[src/rtl/dcache_tag_pkg.sv]
// Shared constants, tag entry layout and controller state type for the dcache tag controller.
// Optional statistics are enabled with DCACHE_TAG_STATS_EN.
package dcache_tag_pkg;

  localparam int unsigned ADDR_W   = 32;
  localparam int unsigned SET_W    = 4;
  localparam int unsigned OFFSET_W = 6;
  localparam int unsigned TAG_W    = ADDR_W - SET_W - OFFSET_W;
  localparam int unsigned ENTRY_W  = TAG_W + 2;
  localparam int unsigned NUM_SETS = 1 << SET_W;

  typedef struct packed {
    logic             valid;
    logic             dirty;
    logic [TAG_W-1:0] tag;
  } tag_entry_t;

  typedef enum logic [1:0] {
    StInit,
    StIdle,
    StLookup,
    StUpdate
  } state_t;

  function automatic logic [SET_W-1:0] addr_set(input logic [ADDR_W-1:0] addr);
    return addr[OFFSET_W +: SET_W];
  endfunction

  function automatic logic [TAG_W-1:0] addr_tag(input logic [ADDR_W-1:0] addr);
    return addr[ADDR_W-1 -: TAG_W];
  endfunction

endpackage

[src/rtl/dcache_tag_ctrl_if.sv]
// Request/response/fill bundle between the dcache pipeline (master) and the tag controller (slave).
// Stats outputs under DCACHE_TAG_STATS_EN are plain top-level ports, not part of this bundle.
interface dcache_tag_ctrl_if;
  import dcache_tag_pkg::*;

  logic              req_valid;
  logic              req_ready;
  logic [ADDR_W-1:0] req_addr;
  logic              req_write;

  logic              resp_valid;
  logic              resp_hit;
  logic              resp_victim_valid;
  logic              resp_victim_dirty;
  logic [TAG_W-1:0]  resp_victim_tag;

  logic              fill_valid;
  logic              fill_ready;
  logic [ADDR_W-1:0] fill_addr;
  logic              fill_dirty;

  modport master (
    output req_valid, req_addr, req_write, fill_valid, fill_addr, fill_dirty,
    input  req_ready, resp_valid, resp_hit, resp_victim_valid, resp_victim_dirty,
           resp_victim_tag, fill_ready
  );

  modport slave (
    input  req_valid, req_addr, req_write, fill_valid, fill_addr, fill_dirty,
    output req_ready, resp_valid, resp_hit, resp_victim_valid, resp_victim_dirty,
           resp_victim_tag, fill_ready
  );

endinterface

[src/rtl/dcache_tag_stats.sv]
// Saturating hit/miss counters fed by the lookup response strobe.
// Instantiated by dcache_tag_ctrl only when DCACHE_TAG_STATS_EN is defined.
module dcache_tag_stats (
  input  logic        clk,
  input  logic        rst,
  input  logic        i_resp_valid,
  input  logic        i_resp_hit,
  output logic [31:0] o_stat_hits,
  output logic [31:0] o_stat_misses
);

  logic [31:0] r_hits;
  logic [31:0] r_misses;

  always_ff @(posedge clk or posedge rst) begin
    if (rst) begin
      r_hits   <= '0;
      r_misses <= '0;
    end else if (i_resp_valid) begin
      if (i_resp_hit) begin
        if (r_hits != 32'hFFFF_FFFF) r_hits <= r_hits + 32'd1;
      end else begin
        if (r_misses != 32'hFFFF_FFFF) r_misses <= r_misses + 32'd1;
      end
    end
  end

  assign o_stat_hits   = r_hits;
  assign o_stat_misses = r_misses;

endmodule

[src/rtl/dcache_tag_ctrl.sv]
// Tag SRAM sequencer: clears all sets after reset, then serialises fills, lookups and dirty updates.
// Define DCACHE_TAG_STATS_EN to add saturating hit/miss counters (o_stat_hits, o_stat_misses).
module dcache_tag_ctrl
  import dcache_tag_pkg::*;
(
  input  logic               clk,
  input  logic               rst,
  dcache_tag_ctrl_if.slave   bus,
  output logic               o_tag_csb0,
  output logic               o_tag_web0,
  output logic [SET_W-1:0]   o_tag_addr0,
  output logic [ENTRY_W-1:0] o_tag_din0,
  input  logic [ENTRY_W-1:0] i_tag_dout0
`ifdef DCACHE_TAG_STATS_EN
  ,
  output logic [31:0]        o_stat_hits,
  output logic [31:0]        o_stat_misses
`endif
);

  state_t           r_state;
  logic [SET_W-1:0] r_init_idx;
  logic [SET_W-1:0] r_set;
  logic [TAG_W-1:0] r_tag;
  logic             r_write;

  tag_entry_t w_entry;
  logic       w_hit;
  logic       w_need_update;

  assign w_entry       = tag_entry_t'(i_tag_dout0);
  assign w_hit         = w_entry.valid && (w_entry.tag == r_tag);
  assign w_need_update = w_hit && r_write && !w_entry.dirty;

  always_ff @(posedge clk or posedge rst) begin
    if (rst) begin
      r_state    <= StInit;
      r_init_idx <= '0;
      r_set      <= '0;
      r_tag      <= '0;
      r_write    <= 1'b0;
    end else begin
      unique case (r_state)
        StInit: begin
          r_init_idx <= r_init_idx + 1'b1;
          if (r_init_idx == SET_W'(NUM_SETS - 1)) r_state <= StIdle;
        end
        StIdle: begin
          // A fill in the same cycle owns the port; the request waits.
          if (!bus.fill_valid && bus.req_valid) begin
            r_set   <= addr_set(bus.req_addr);
            r_tag   <= addr_tag(bus.req_addr);
            r_write <= bus.req_write;
            r_state <= StLookup;
          end
        end
        StLookup: r_state <= w_need_update ? StUpdate : StIdle;
        StUpdate: r_state <= StIdle;
        default:  r_state <= StInit;
      endcase
    end
  end

  always_comb begin
    o_tag_csb0             = 1'b1;
    o_tag_web0             = 1'b1;
    o_tag_addr0            = '0;
    o_tag_din0             = '0;
    bus.req_ready          = 1'b0;
    bus.fill_ready         = 1'b0;
    bus.resp_valid         = 1'b0;
    bus.resp_hit           = 1'b0;
    bus.resp_victim_valid  = 1'b0;
    bus.resp_victim_dirty  = 1'b0;
    bus.resp_victim_tag    = '0;
    // Reset holds the port idle even though the state register already reads StInit.
    if (!rst) begin
      unique case (r_state)
        StInit: begin
          o_tag_csb0  = 1'b0;
          o_tag_web0  = 1'b0;
          o_tag_addr0 = r_init_idx;
        end
        StIdle: begin
          if (bus.fill_valid) begin
            bus.fill_ready = 1'b1;
            o_tag_csb0     = 1'b0;
            o_tag_web0     = 1'b0;
            o_tag_addr0    = addr_set(bus.fill_addr);
            o_tag_din0     = {1'b1, bus.fill_dirty, addr_tag(bus.fill_addr)};
          end else begin
            bus.req_ready = 1'b1;
            if (bus.req_valid) begin
              o_tag_csb0  = 1'b0;
              o_tag_addr0 = addr_set(bus.req_addr);
            end
          end
        end
        StLookup: begin
          bus.resp_valid        = 1'b1;
          bus.resp_hit          = w_hit;
          bus.resp_victim_valid = w_entry.valid;
          bus.resp_victim_dirty = w_entry.dirty;
          bus.resp_victim_tag   = w_entry.tag;
        end
        StUpdate: begin
          o_tag_csb0  = 1'b0;
          o_tag_web0  = 1'b0;
          o_tag_addr0 = r_set;
          o_tag_din0  = {1'b1, 1'b1, r_tag};
        end
        default: ;
      endcase
    end
  end

`ifdef DCACHE_TAG_STATS_EN
  dcache_tag_stats u_stats (
    .clk           (clk),
    .rst           (rst),
    .i_resp_valid  (bus.resp_valid),
    .i_resp_hit    (bus.resp_hit),
    .o_stat_hits   (o_stat_hits),
    .o_stat_misses (o_stat_misses)
  );
`endif

endmodule

[src/flat_wrapper.sv]
// flat-port wrapper written by rule: the top's interface ports become plain ports
module dcache_tag_ctrl_flat import dcache_tag_pkg::*;
  (clk, rst, o_tag_csb0, o_tag_web0, o_tag_addr0, o_tag_din0, i_tag_dout0, bus_req_valid, bus_req_addr, bus_req_write, bus_fill_valid, bus_fill_addr, bus_fill_dirty, bus_req_ready, bus_resp_valid, bus_resp_hit, bus_resp_victim_valid, bus_resp_victim_dirty, bus_resp_victim_tag, bus_fill_ready);
  dcache_tag_ctrl_if bus_i ();
  input  logic clk;
  input  logic rst;
  output logic o_tag_csb0;
  output logic o_tag_web0;
  output logic [SET_W-1:0] o_tag_addr0;
  output logic [ENTRY_W-1:0] o_tag_din0;
  input  logic [ENTRY_W-1:0] i_tag_dout0;
  input wire logic [$bits(bus_i.req_valid)-1:0] bus_req_valid;
  input wire logic [$bits(bus_i.req_addr)-1:0] bus_req_addr;
  input wire logic [$bits(bus_i.req_write)-1:0] bus_req_write;
  input wire logic [$bits(bus_i.fill_valid)-1:0] bus_fill_valid;
  input wire logic [$bits(bus_i.fill_addr)-1:0] bus_fill_addr;
  input wire logic [$bits(bus_i.fill_dirty)-1:0] bus_fill_dirty;
  output wire logic [$bits(bus_i.req_ready)-1:0] bus_req_ready;
  output wire logic [$bits(bus_i.resp_valid)-1:0] bus_resp_valid;
  output wire logic [$bits(bus_i.resp_hit)-1:0] bus_resp_hit;
  output wire logic [$bits(bus_i.resp_victim_valid)-1:0] bus_resp_victim_valid;
  output wire logic [$bits(bus_i.resp_victim_dirty)-1:0] bus_resp_victim_dirty;
  output wire logic [$bits(bus_i.resp_victim_tag)-1:0] bus_resp_victim_tag;
  output wire logic [$bits(bus_i.fill_ready)-1:0] bus_fill_ready;
  assign bus_i.req_valid = bus_req_valid;
  assign bus_i.req_addr = bus_req_addr;
  assign bus_i.req_write = bus_req_write;
  assign bus_i.fill_valid = bus_fill_valid;
  assign bus_i.fill_addr = bus_fill_addr;
  assign bus_i.fill_dirty = bus_fill_dirty;
  assign bus_req_ready = bus_i.req_ready;
  assign bus_resp_valid = bus_i.resp_valid;
  assign bus_resp_hit = bus_i.resp_hit;
  assign bus_resp_victim_valid = bus_i.resp_victim_valid;
  assign bus_resp_victim_dirty = bus_i.resp_victim_dirty;
  assign bus_resp_victim_tag = bus_i.resp_victim_tag;
  assign bus_fill_ready = bus_i.fill_ready;
  dcache_tag_ctrl u_core (.clk(clk), .rst(rst), .bus(bus_i), .o_tag_csb0(o_tag_csb0), .o_tag_web0(o_tag_web0), .o_tag_addr0(o_tag_addr0), .o_tag_din0(o_tag_din0), .i_tag_dout0(i_tag_dout0));
endmodule
[config.mk]
export PLATFORM = sky130hd
export DESIGN_NAME = dcache_tag_ctrl_flat
export DESIGN_NICKNAME = d
export VERILOG_FILES = /design/src/rtl/dcache_tag_pkg.sv /design/src/rtl/dcache_tag_ctrl_if.sv /design/src/rtl/dcache_tag_stats.sv /design/src/rtl/dcache_tag_ctrl.sv /design/src/flat_wrapper.sv
export SDC_FILE = /design/constraint.sdc
export NUM_CORES = 1
export LEC_CHECK = 0
export ABC_AREA = 1
export CAP_MARGIN = 20
export CORE_MARGIN = 2
export CORE_UTILIZATION = 35
export CTS_CLUSTER_DIAMETER = 150
export DETAILED_ROUTE_END_ITERATION = 6
export PLACE_DENSITY = 0.88
export SLEW_MARGIN = 20
export SYNTH_ARGS = -nofsm -noshare
export SYNTH_HDL_FRONTEND = slang
export SYNTH_SLANG_ARGS = --single-unit
[constraint.sdc]
create_clock -name clk -period 5.5 [get_ports clk]
set_clock_uncertainty 0.15 [all_clocks]
set_input_delay 0.825 -clock clk [delete_from_list [all_inputs] [get_ports clk]]
set_output_delay 0.825 -clock clk [all_outputs]
set_load 0.05 [all_outputs]
==> metrics.txt, run 1 <==
outcome=completed; Tot GR Track Use=22.12%; drc violations=0; Synth Warn #=0; Least-Margin Pin Slew=1.036 ns; Die ar.=7509 um^2; Worst Min Path Start=u_core.r_set[3]; count of cell types in the netlist=24; Tcrit/Tclk final=74.36%; Die Y=86.66 um; Hold WS=0.3531 ns; share of the synthesized area in the top cell type=34.54%; RSZ-0062 raised after global routing=false; Synth area leader=dfrtp_1; core area=6719 um^2; initial core utilization=35.59%; pins over their slew limit=0; CTS resizes=0; Post-Syn Area=roughly 2400 um^2; register area share after synthesis=approximately 35%; Yosys reg bits=33; Crit-path slowest cell=clkdlybuf4s50_1; Post-Synth Adder-Cell Area=3.140%; Worst Setup SP=rst; Clock Path Buffers=2; CTS sink cnt=33; Overflow after GRT=0; Worst Setup End Kind=output pin; share of post-route cells with drive strength above 1=5.916%; clock transition at the registers of the reported paths=about 0.07 ns; I/O pins=152; post-layout min period=4.090 ns; CTS tree=yes; MaxCap Viol Count=0; worst skew pair latency=0.28 ns; most frequent cells in the layout=nand2_1 (150), clkdlybuf4s50_1 (135), inv_1 (50); initial drt markers=97; Tot Pwr=1.598 mW; maximum VDD drop=0.0002873 V; Data arrival, critical path=3.11 ns; wire per inst=roughly 14 um; Final nets=around 620; CP Cell Sequence=clkdlybuf4s50_1, nor2_2, inv_2, nor2_1, clkdlybuf4s50_1; Mapped Cells=between 300 and 400; total number of vias=around 2900; HPWL Detailed=6413 um; routed vias/inst=~4.8; worst endpoint required time=4.53 ns; Synth Area in Compound Gates=between 10% and 20%; most common cell after layout, fill and taps aside=nand2_1; Critical Path Fanout Max=19; first-pass GRT wire length=13100 um; Pre-Repair DR Iteration Count=5; synthesized area per cell=just over 6 um^2; Hold WC Path Type=flop to flop; setup_tns=0 ns; initial antenna violation count=0; multiplexer area fraction after synthesis=0%; CTS buffer count=5; R2R setup slack=3.55 ns; CP max stage delay=0.83 ns; Hold Path Stages=2; WL final=8330 um; syn nets=491; final setup vio count=0; fraction of the mapped netlist area in simple logic gates=33.18%; vias in the first global route=2833; WHS Endpoint=u_core.r_set[3]; synth-to-layout area growth=66.04%; Synth Area in XOR/XNOR=1.465%; Critical R2R Launch=u_core.r_state[1]; Root Driver=clkbuf_8; cells taking the most area after synthesis=dfrtp_1 (35%), nand2_1 (24%), inv_1 (7.8%); crit start category=input port; Fin. Hold Viols=0; n_diodes=0; # hold bufs at CTS=0; Final GP Congestion=0.8465; R2R depth=6; Slew headroom=30.92%; post-route ant nets=0; largest family of logic cells by synthesized area=simple AND/OR/NAND/NOR gates; worst r2r dst=u_core.r_set[1]; count of input and output buffers=approximately 140; most frequent CP cell=clkdlybuf4s50_1; row count=30; post-CTS setup buffer count=0; leakage power total=1.791 nW; Die X=approximately 87 um; largest net degree at the start of global routing=50; pwr dens=slightly above 400 nW/um^2; # H-tree levels=2; Setup CP Type=input port to output pin; f_max=~240 MHz
## critical path: cells and delay by family
kind / cells / cell delay (ns)
buffers and inverters: 3 / 1.83
and+or+nand+nor: 2 / 0.45
## cells by family (layout without fill, tap and decap cells)
group                      count (synthesis)  count (layout)
DFF                                       33              33
buffers and inverters                     76             209
and+or+nand+nor                          204             204
AOI/OAI and AO/OA                         68              68
adders and majority gates                  6               6
xor gates and xnor gates                   4               4
## layout make-up
type	count	area, um^2
flip-flops and latches	33	825.8
clock buffers	7	86.33
clock inverters	1	30.03
repair buffers	141	1446
fillers	627	2749
inverters	60	225.2
well taps	80	100.1
multi-input cells	282	1256
## stage by stage
step	setup WS [ns]	util (%)	instances	cell area (um^2)
6_report	1.410	59.09	604	3970
4_1_cts	1.385	59.09	604	3970
3_3_place_gp	1.422	57.36	596	3854
2_1_floorplan	1.719	-	391	2391
3_5_place_dp	1.411	57.36	596	3854
5_1_grt	1.250	59.09	604	3970
## sequential cells by signal (all words and copies together) (netlist names)
name	count
u_core.r_init_idx	4
u_core.r_set	4
u_core.r_write	1
u_core.r_tag	22
u_core.r_state	2
## synth_stat cells
cell,count
nand3_1,3
o22ai_1,2
buf_6,1
dfrtp_1,33
o21ai_0,16
a21oi_1,28
nand2_2,2
xnor2_1,1
ha_1,6
xor2_1,3
a41oi_1,2
nor3_1,1
buf_2,10
nand4_1,1
o21ai_1,19
nand2_1,150
nor2_1,41
inv_2,10
o21a_1,1
clkbuf_1,4
buf_4,1
or2_2,1
nor2_2,5
inv_1,50
## power breakdown
part	internal, mW	leakage, nW	switching, mW	total, mW
Clock	0.148	0.0585	0.0895	0.237
Combinational	0.334	1.33	0.566	0.900
Sequential	0.362	0.404	0.0989	0.461
## how the worst max path moves through the flow
stage / endpoint / slack (ns)
final: bus_resp_victim_tag[3] / 1.41
after global routing: bus_resp_victim_tag[3] / 1.25
after CTS: bus_resp_victim_tag[3] / 1.39
after detailed placement: bus_resp_victim_tag[3] / 1.41
after global placement: bus_resp_victim_tag[3] / 1.42
after floorplan: o_tag_addr0[2] / 1.72
## layer usage
layer	vias up	GRT usage [%]	routed length (um)
met3	12	4.381	528
met5	-	0	0
met2	114	40.98	4377
li1	1452	-	-
met4	0	5.114	69
met1	1330	26.16	3355
Note: power is estimated with default switching activity, not from simulation.
==> run 2: changes to the inputs <==
- clock period: 5.5 -> 4 ns (I/O delays scaled with it)
==> run 2 against run 1 <==
First-iteration DRC count rose by 23%. Register-to-register slack got worse by 1.5 ns. Largest power group unchanged. Power rose by 39%. Highest routed layer unchanged. Die area did not move. Routed wire length rose by 1.1%. Flip-flop and latch count did not move. Via count rose by 2.0%. Clock power rose by 40%.
==> metrics.txt, run 2 (synthesis results as in run 1) <==
outcome=completed (unchanged); HPWL Detailed=6479 um (was 6413 um); Final GP Congestion=0.8576 (was 0.8465); Least-Margin Pin Slew=0.5154 ns (was 1.036 ns); post-CTS setup buffer count=0 (unchanged); Top reg by flops=u_core.r_tag (unchanged); Critical R2R Launch=u_core.r_state[1] (unchanged); f_max=291.9 MHz; Multi-input gate area=1256 um^2 (unchanged); Fin. Hold Viols=0 (unchanged); Worst Setup End Kind=output pin (unchanged); total number of vias=2966 (was 2908); Die ar.=7509 um^2 (unchanged); count of input and output buffers=139 (unchanged); worst skew pair latency=0.29 ns (was 0.28 ns); WHS Endpoint=u_core.r_set[2] (was u_core.r_set[3]); Top Registers=u_core.r_tag (22), u_core.r_init_idx (4), u_core.r_set (4) (unchanged); CTS resizes=0 (unchanged); Hold Path Stages=2 (unchanged); Clock Path Buffers=2 (unchanged); most common cell after layout, fill and taps aside=nand2_1 (unchanged); sw frac=47.14% (was 47.19%); I/O pins=152 (unchanged); busiest grt layer=met2 (unchanged); initial antenna violation count=0 (unchanged); most frequent cells in the layout=nand2_1 (150), clkdlybuf4s50_1 (96), inv_1 (50) (was nand2_1 (150), clkdlybuf4s50_1 (135), inv_1 (50)); WL final=8424 um (was 8330 um); Setup CP Type=input port to output pin (unchanged); Tot GR Track Use=22.22% (was 22.12%); R2R setup slack=2.04 ns (was 3.55 ns); vias in the first global route=2868 (was 2833); Die X=86.66 um (unchanged); grt met3 use=4.476% (was 4.381%); first-pass GRT wire length=13230 um (was 13100 um); RSZ-0062 raised after global routing=false (unchanged); CP top delay family=buffers and inverters (unchanged); Placed Area=4016 um^2 (was 3854 um^2); M2 GR Usage=41.26% (was 40.98%); MaxCap Viol Count=0 (unchanged); Worst Min Path Start=u_core.r_set[2] (was u_core.r_set[3]); Crit path buffers/inverters=3 (unchanged); final setup vio count=0 (unchanged); pins over their slew limit=0 (unchanged); Die Y=86.66 um (unchanged); core area=6719 um^2 (unchanged); Hold WC Path Type=flop to flop (unchanged); Root Driver=clkbuf_8 (unchanged); Slew headroom=65.53% (was 30.92%); Data arrival, critical path=2.68 ns (was 3.11 ns); routed vias/inst=4.886 (was 4.815); # H-tree levels=2 (unchanged); drc violations=0 (unchanged); CTS tree=yes (unchanged); row count=30 (unchanged); CTS buffer count=5 (unchanged); wire per inst=13.88 um (was 13.79 um); switching power=1.050 mW (was 0.7542 mW); Int Power=1.178 mW (was 0.8439 mW); Crit-path slowest cell=clkdlybuf4s50_1 (unchanged); setup_tns=0 ns (unchanged); post-route ant nets=0 (unchanged); Tcrit/Tclk final=between 80 and 90%; design area=4136 um^2 (was 3970 um^2); leakage power total=1.932 nW (was 1.791 nW); initial core utilization=35.59% (unchanged); routing usage on met1=25.98% (was 26.16%); pwr dens=538.6 nW/um^2 (was 402.5 nW/um^2); Final nets=626 (was 623); Overflow after GRT=0 (unchanged); worst endpoint required time=3.25 ns (was 4.53 ns); synth-to-layout area growth=73.00% (was 66.04%); # hold bufs at CTS=0 (unchanged); CP Cell Sequence=clkdlybuf4s50_1, nand2_1, inv_2, nand2_1, a21oi_1, clkdlybuf4s50_1 (was clkdlybuf4s50_1, nor2_2, inv_2, nor2_1, clkdlybuf4s50_1); maximum VDD drop=0.0003789 V (was 0.0002873 V); share of post-route cells with drive strength above 1=14.04% (was 5.916%); CTS sink cnt=33 (unchanged); post-layout min period=around 3.4 ns; R2R depth=6 (unchanged); Logic pwr share=56.6% (was 56.3%); Critical Path Fanout Max=26 (was 19); CP max stage delay=0.82 ns (was 0.83 ns); largest net degree at the start of global routing=35 (was 50); clock transition at the registers of the reported paths=0.07 ns (about the same); clock share of power=14.9% (was 14.8%); initial drt markers=119 (was 97); Register Area=825.8 um^2 (unchanged); Largest register FFs=22 (unchanged); Seq pwr share=28.5% (was 28.9%); n_diodes=0 (unchanged); Pre-Repair DR Iteration Count=4 (was 5); Fillers=587 (was 627); worst r2r dst=u_core.r_set[1] (unchanged); crit start category=input port (unchanged)
-- run 2: cell types whose count changed in the layout (fill, tap and decap cells not counted), sizes merged --
cell | previous run | this run
clkinvlp | 0 | 1
buf | 6 | 48
clkbuf | 7 | 6
clkdlybuf4s50 | 135 | 96
-- run 2: final cells by class --
type / count / share of cell area [%]
clock inverters: 2 / 0.9074
flip-flops and latches: 33 / 19.96
multi-input cells: 282 / 30.37
inverters: 60 / 5.445
well taps: 80 / 2.420
repair buffers: 144 / 38.90
clock buffers: 6 / 1.996
-- run 2: worst max-delay path by stage --
stage / from / end / cells past startpoint
2_1_floorplan: rst / o_tag_addr0[2] / 4
3_3_place_gp: bus_fill_valid / o_tag_din0[6] / 6
3_5_place_dp: bus_fill_valid / o_tag_din0[5] / 6
4_1_cts: bus_fill_valid / o_tag_din0[5] / 6
5_1_grt: bus_fill_valid / o_tag_din0[5] / 6
6_report: bus_fill_valid / o_tag_din0[5] / 6
-- run 2: worst register-to-register path, cell delays in order (launching register included) --
cell and delay [ns]:
dfrtp_1 0.42, inv_1 0.12, ha_1 0.21, nand2_2 0.12, inv_2 0.33, buf_4 0.36
o21ai_0 0.14
-- run 2: metal layers --
metal / vias to the layer above / wire (um) / part of all wire [%]
met5: - / 0 / 0
met4: 0 / 114 / 1.4
met3: 10 / 573 / 6.8
met2: 115 / 4415 / 52
met1: 1382 / 3321 / 39
li1: 1459 / - / -
-- run 2: power groups by stage --
stage          clock [mW]  sequential, mW  combinational [mW]
2_1_floorplan           0           0.598               0.828
3_3_place_gp            0           0.623                1.23
3_5_place_dp            0           0.635                1.27
4_1_cts             0.337           0.631                1.27
5_1_grt             0.350           0.655                1.38
6_report            0.332           0.635                1.26
-- run 2: through the flow --
step	utilization (%)	setup WS (ns)	hold WS (ns)	total power, mW	instances
3_3_place_gp	59.78	0.6067	0.3148	1.850	599
2_1_floorplan	-	0.6690	0.2989	1.426	391
4_1_cts	61.56	0.5722	0.3464	2.239	607
5_1_grt	61.56	0.4370	0.3869	2.381	607
3_5_place_dp	59.78	0.5755	0.3242	1.900	599
6_report	61.56	0.5736	0.3534	2.228	607
==> run 3: changes to the inputs <==
- CORE_MARGIN: 2 -> 8
- CORE_UTILIZATION: 35 -> 34
- PLACE_DENSITY: 0.88 -> 0.89
- clock period: 4 -> 3.15 ns (I/O delays scaled with it)
==> run 3 against run 2 <==
Clock power grew 27%. Flip-flop and latch count did not move. Combinational power up 44%. Cell count rose by 2.8%. Hold slack lost 0.0066 ns. Die area up 33%. Non-clock buffer count is 1 higher. Largest cell class unchanged.
==> metrics.txt, run 3 (synthesis results as in run 1) <==
# hold bufs at CTS=0 (unchanged); WL final=9829 um (was 8424 um); switching power=1.387 mW (was 1.050 mW); CTS buffer count=5 (unchanged); Largest register FFs=22 (unchanged); Die X=99.86 um (was 86.66 um); most common cell after layout, fill and taps aside=nand2_1 (unchanged); worst endpoint required time=2.53 ns (was 3.25 ns); post-route ant nets=0 (unchanged); Setup CP Type=flop to output pin (was input port to output pin); Tcrit/Tclk final=88.91%; Die Y=99.86 um (was 86.66 um); CP Cell Sequence=inv_1, ha_1, nand2_1, inv_2, nand2_1, a41oi_1, buf_12 (was clkdlybuf4s50_1, nand2_1, inv_2, nand2_1, a21oi_1, clkdlybuf4s50_1); pwr dens=666.3 nW/um^2 (was 538.6 nW/um^2); vias in the first global route=3200 (was 2868); Hold WC Path Type=flop to flop (unchanged); worst skew pair latency=0.28 ns (was 0.29 ns); R2R setup slack=1.33 ns (was 2.04 ns); Seq pwr share=26.5% (was 28.5%); Crit-path slowest cell=dfrtp_1 (was clkdlybuf4s50_1); initial core utilization=35.19% (was 35.59%); pins over their slew limit=0 (unchanged); R2R depth=12 (was 6); Top reg by flops=u_core.r_tag (unchanged); Data arrival, critical path=2.18 ns (was 2.68 ns); Final GP Congestion=0.8593 (was 0.8576); largest net degree at the start of global routing=34 (was 35); initial antenna violation count=0 (unchanged); HPWL Detailed=7920 um (was 6479 um); row count=30 (unchanged); sw frac=45.65% (was 47.14%); CTS resizes=0 (unchanged); Crit path buffers/inverters=3 (unchanged); most frequent CP cell=nand2_1; Final Util=67.13% (was 61.56%); outcome=completed (unchanged); post-CTS setup buffer count=0 (unchanged); wire per inst=15.75 um (was 13.88 um); core area=6794 um^2 (was 6719 um^2); setup_tns=0 ns (unchanged); RSZ-0062 raised after global routing=false (unchanged); worst r2r dst=u_core.r_state[1] (was u_core.r_set[1]); synth-to-layout area growth=90.74% (was 73.00%); total number of vias=2957 (was 2966); Least-Margin Pin Slew=0.4876 ns (was 0.5154 ns); f_max=roughly 360 MHz; Slew headroom=67.44% (was 65.53%); Int Power=1.651 mW (was 1.178 mW); Hold Path Stages=2 (unchanged); WP depth=7 (was 6); Hold WS=0.3468 ns (was 0.3534 ns); leakage power total=2.073 nW (was 1.932 nW); Root Driver=clkbuf_8 (unchanged); first-pass GRT wire length=15700 um (was 13230 um); CP max stage delay=0.43 ns (was 0.82 ns); final setup vio count=0 (unchanged); CTS tree=yes (unchanged); I/O pins=152 (unchanged); n_diodes=0 (unchanged); Critical Path Fanout Max=26 (unchanged); CP top delay family=buffers and inverters (unchanged); Overflow after GRT=0 (unchanged); Critical R2R Launch=u_core.r_state[0] (was u_core.r_state[1]); count of input and output buffers=139 (unchanged); # H-tree levels=2 (unchanged); Pre-Repair DR Iteration Count=4 (unchanged); clock transition at the registers of the reported paths=0.07 ns (about the same); initial drt markers=159 (was 119); Tot GR Track Use=19.49% (was 22.22%); Worst Min Path Start=u_core.r_set[2] (unchanged); Clock Path Buffers=2 (unchanged); Worst Setup End Kind=output pin (unchanged); CTS sink cnt=33 (unchanged); post-layout min period=2.801 ns; Die ar.=9972 um^2 (was 7509 um^2); share of post-route cells with drive strength above 1=16.86% (was 14.04%); drc violations=0 (unchanged); WHS Endpoint=u_core.r_set[2] (unchanged); Tot Pwr=3.039 mW (was 2.228 mW); Final nets=627 (was 626); MaxCap Viol Count=0 (unchanged); most frequent cells in the layout=nand2_1 (150), clkdlybuf4s50_1 (81), buf_12 (58) (was nand2_1 (150), clkdlybuf4s50_1 (96), inv_1 (50)); crit start category=flop (was input port); Logic pwr share=59.7% (was 56.6%); Fillers=546 (was 587); routed vias/inst=4.739 (was 4.886); maximum VDD drop=0.0004976 V (was 0.0003789 V); Top Registers=u_core.r_tag (22), u_core.r_init_idx (4), u_core.r_set (4) (unchanged); clock share of power=13.8% (was 14.9%); Fin. Hold Viols=0 (unchanged)
==> run 3: cell types whose count changed in the layout (fill, tap and decap cells not counted), sizes merged <==
cell	delta
clkdlybuf4s50	-15
clkbuf	+1
clkinvlp	-1
buf	+16
==> run 3: final cells by class <==
class	instances	area (um^2)	share of cell area, %
timing repair buffer	145	2017	44.22
multi-input combinational	282	1256	27.54
sequential	33	825.8	18.11
inverter	60	225.2	4.938
tap	96	120.1	2.634
clock buffer	7	86.33	1.893
clock inverter	1	30.03	0.6584
==> run 3: worst min-delay path, stage by stage, from the launching register on <==
cell	delay [ns]
dfrtp_1	0.36
nand2_1	0.06
nand2_1	0.05
==> run 3: worst max-delay path by stage <==
stage	startpoint	to	slack [ns]
3_3_place_gp	bus_fill_valid	o_tag_addr0[2]	0.45
4_1_cts	u_core.r_state[1]	o_tag_addr0[2]	0.31
6_report	u_core.r_state[1]	o_tag_addr0[2]	0.35
5_1_grt	u_core.r_state[1]	o_tag_addr0[3]	0.17
2_1_floorplan	rst	o_tag_addr0[2]	0.07
3_5_place_dp	bus_fill_valid	o_tag_addr0[2]	0.39
==> run 3: stage by stage <==
stage | instances | area [um^2] | worst slack [ns]
6_report | 624 | 4561 | 0.3492
5_1_grt | 624 | 4561 | 0.1685
4_1_cts | 624 | 4561 | 0.3141
3_5_place_dp | 616 | 4444 | 0.3895
3_3_place_gp | 616 | 4444 | 0.4451
2_1_floorplan | 391 | 2391 | 0.07402
==> run 3: power by group through the flow <==
stage | clock network [mW] | registers, mW | logic (mW)
global route | 0.449 | 0.829 | 1.97
detailed placement | 0 | 0.805 | 1.82
finish | 0.420 | 0.804 | 1.81
floorplan | 0 | 0.760 | 1.05
CTS | 0.427 | 0.799 | 1.83
global placement | 0 | 0.787 | 1.76
==> run 3: metal layers <==
metal,GRT usage [%],part of all wire (%)
met5,0,0
met4,5.588,1.7
met3,6.367,8.4
met2,36.33,53
met1,20.18,37
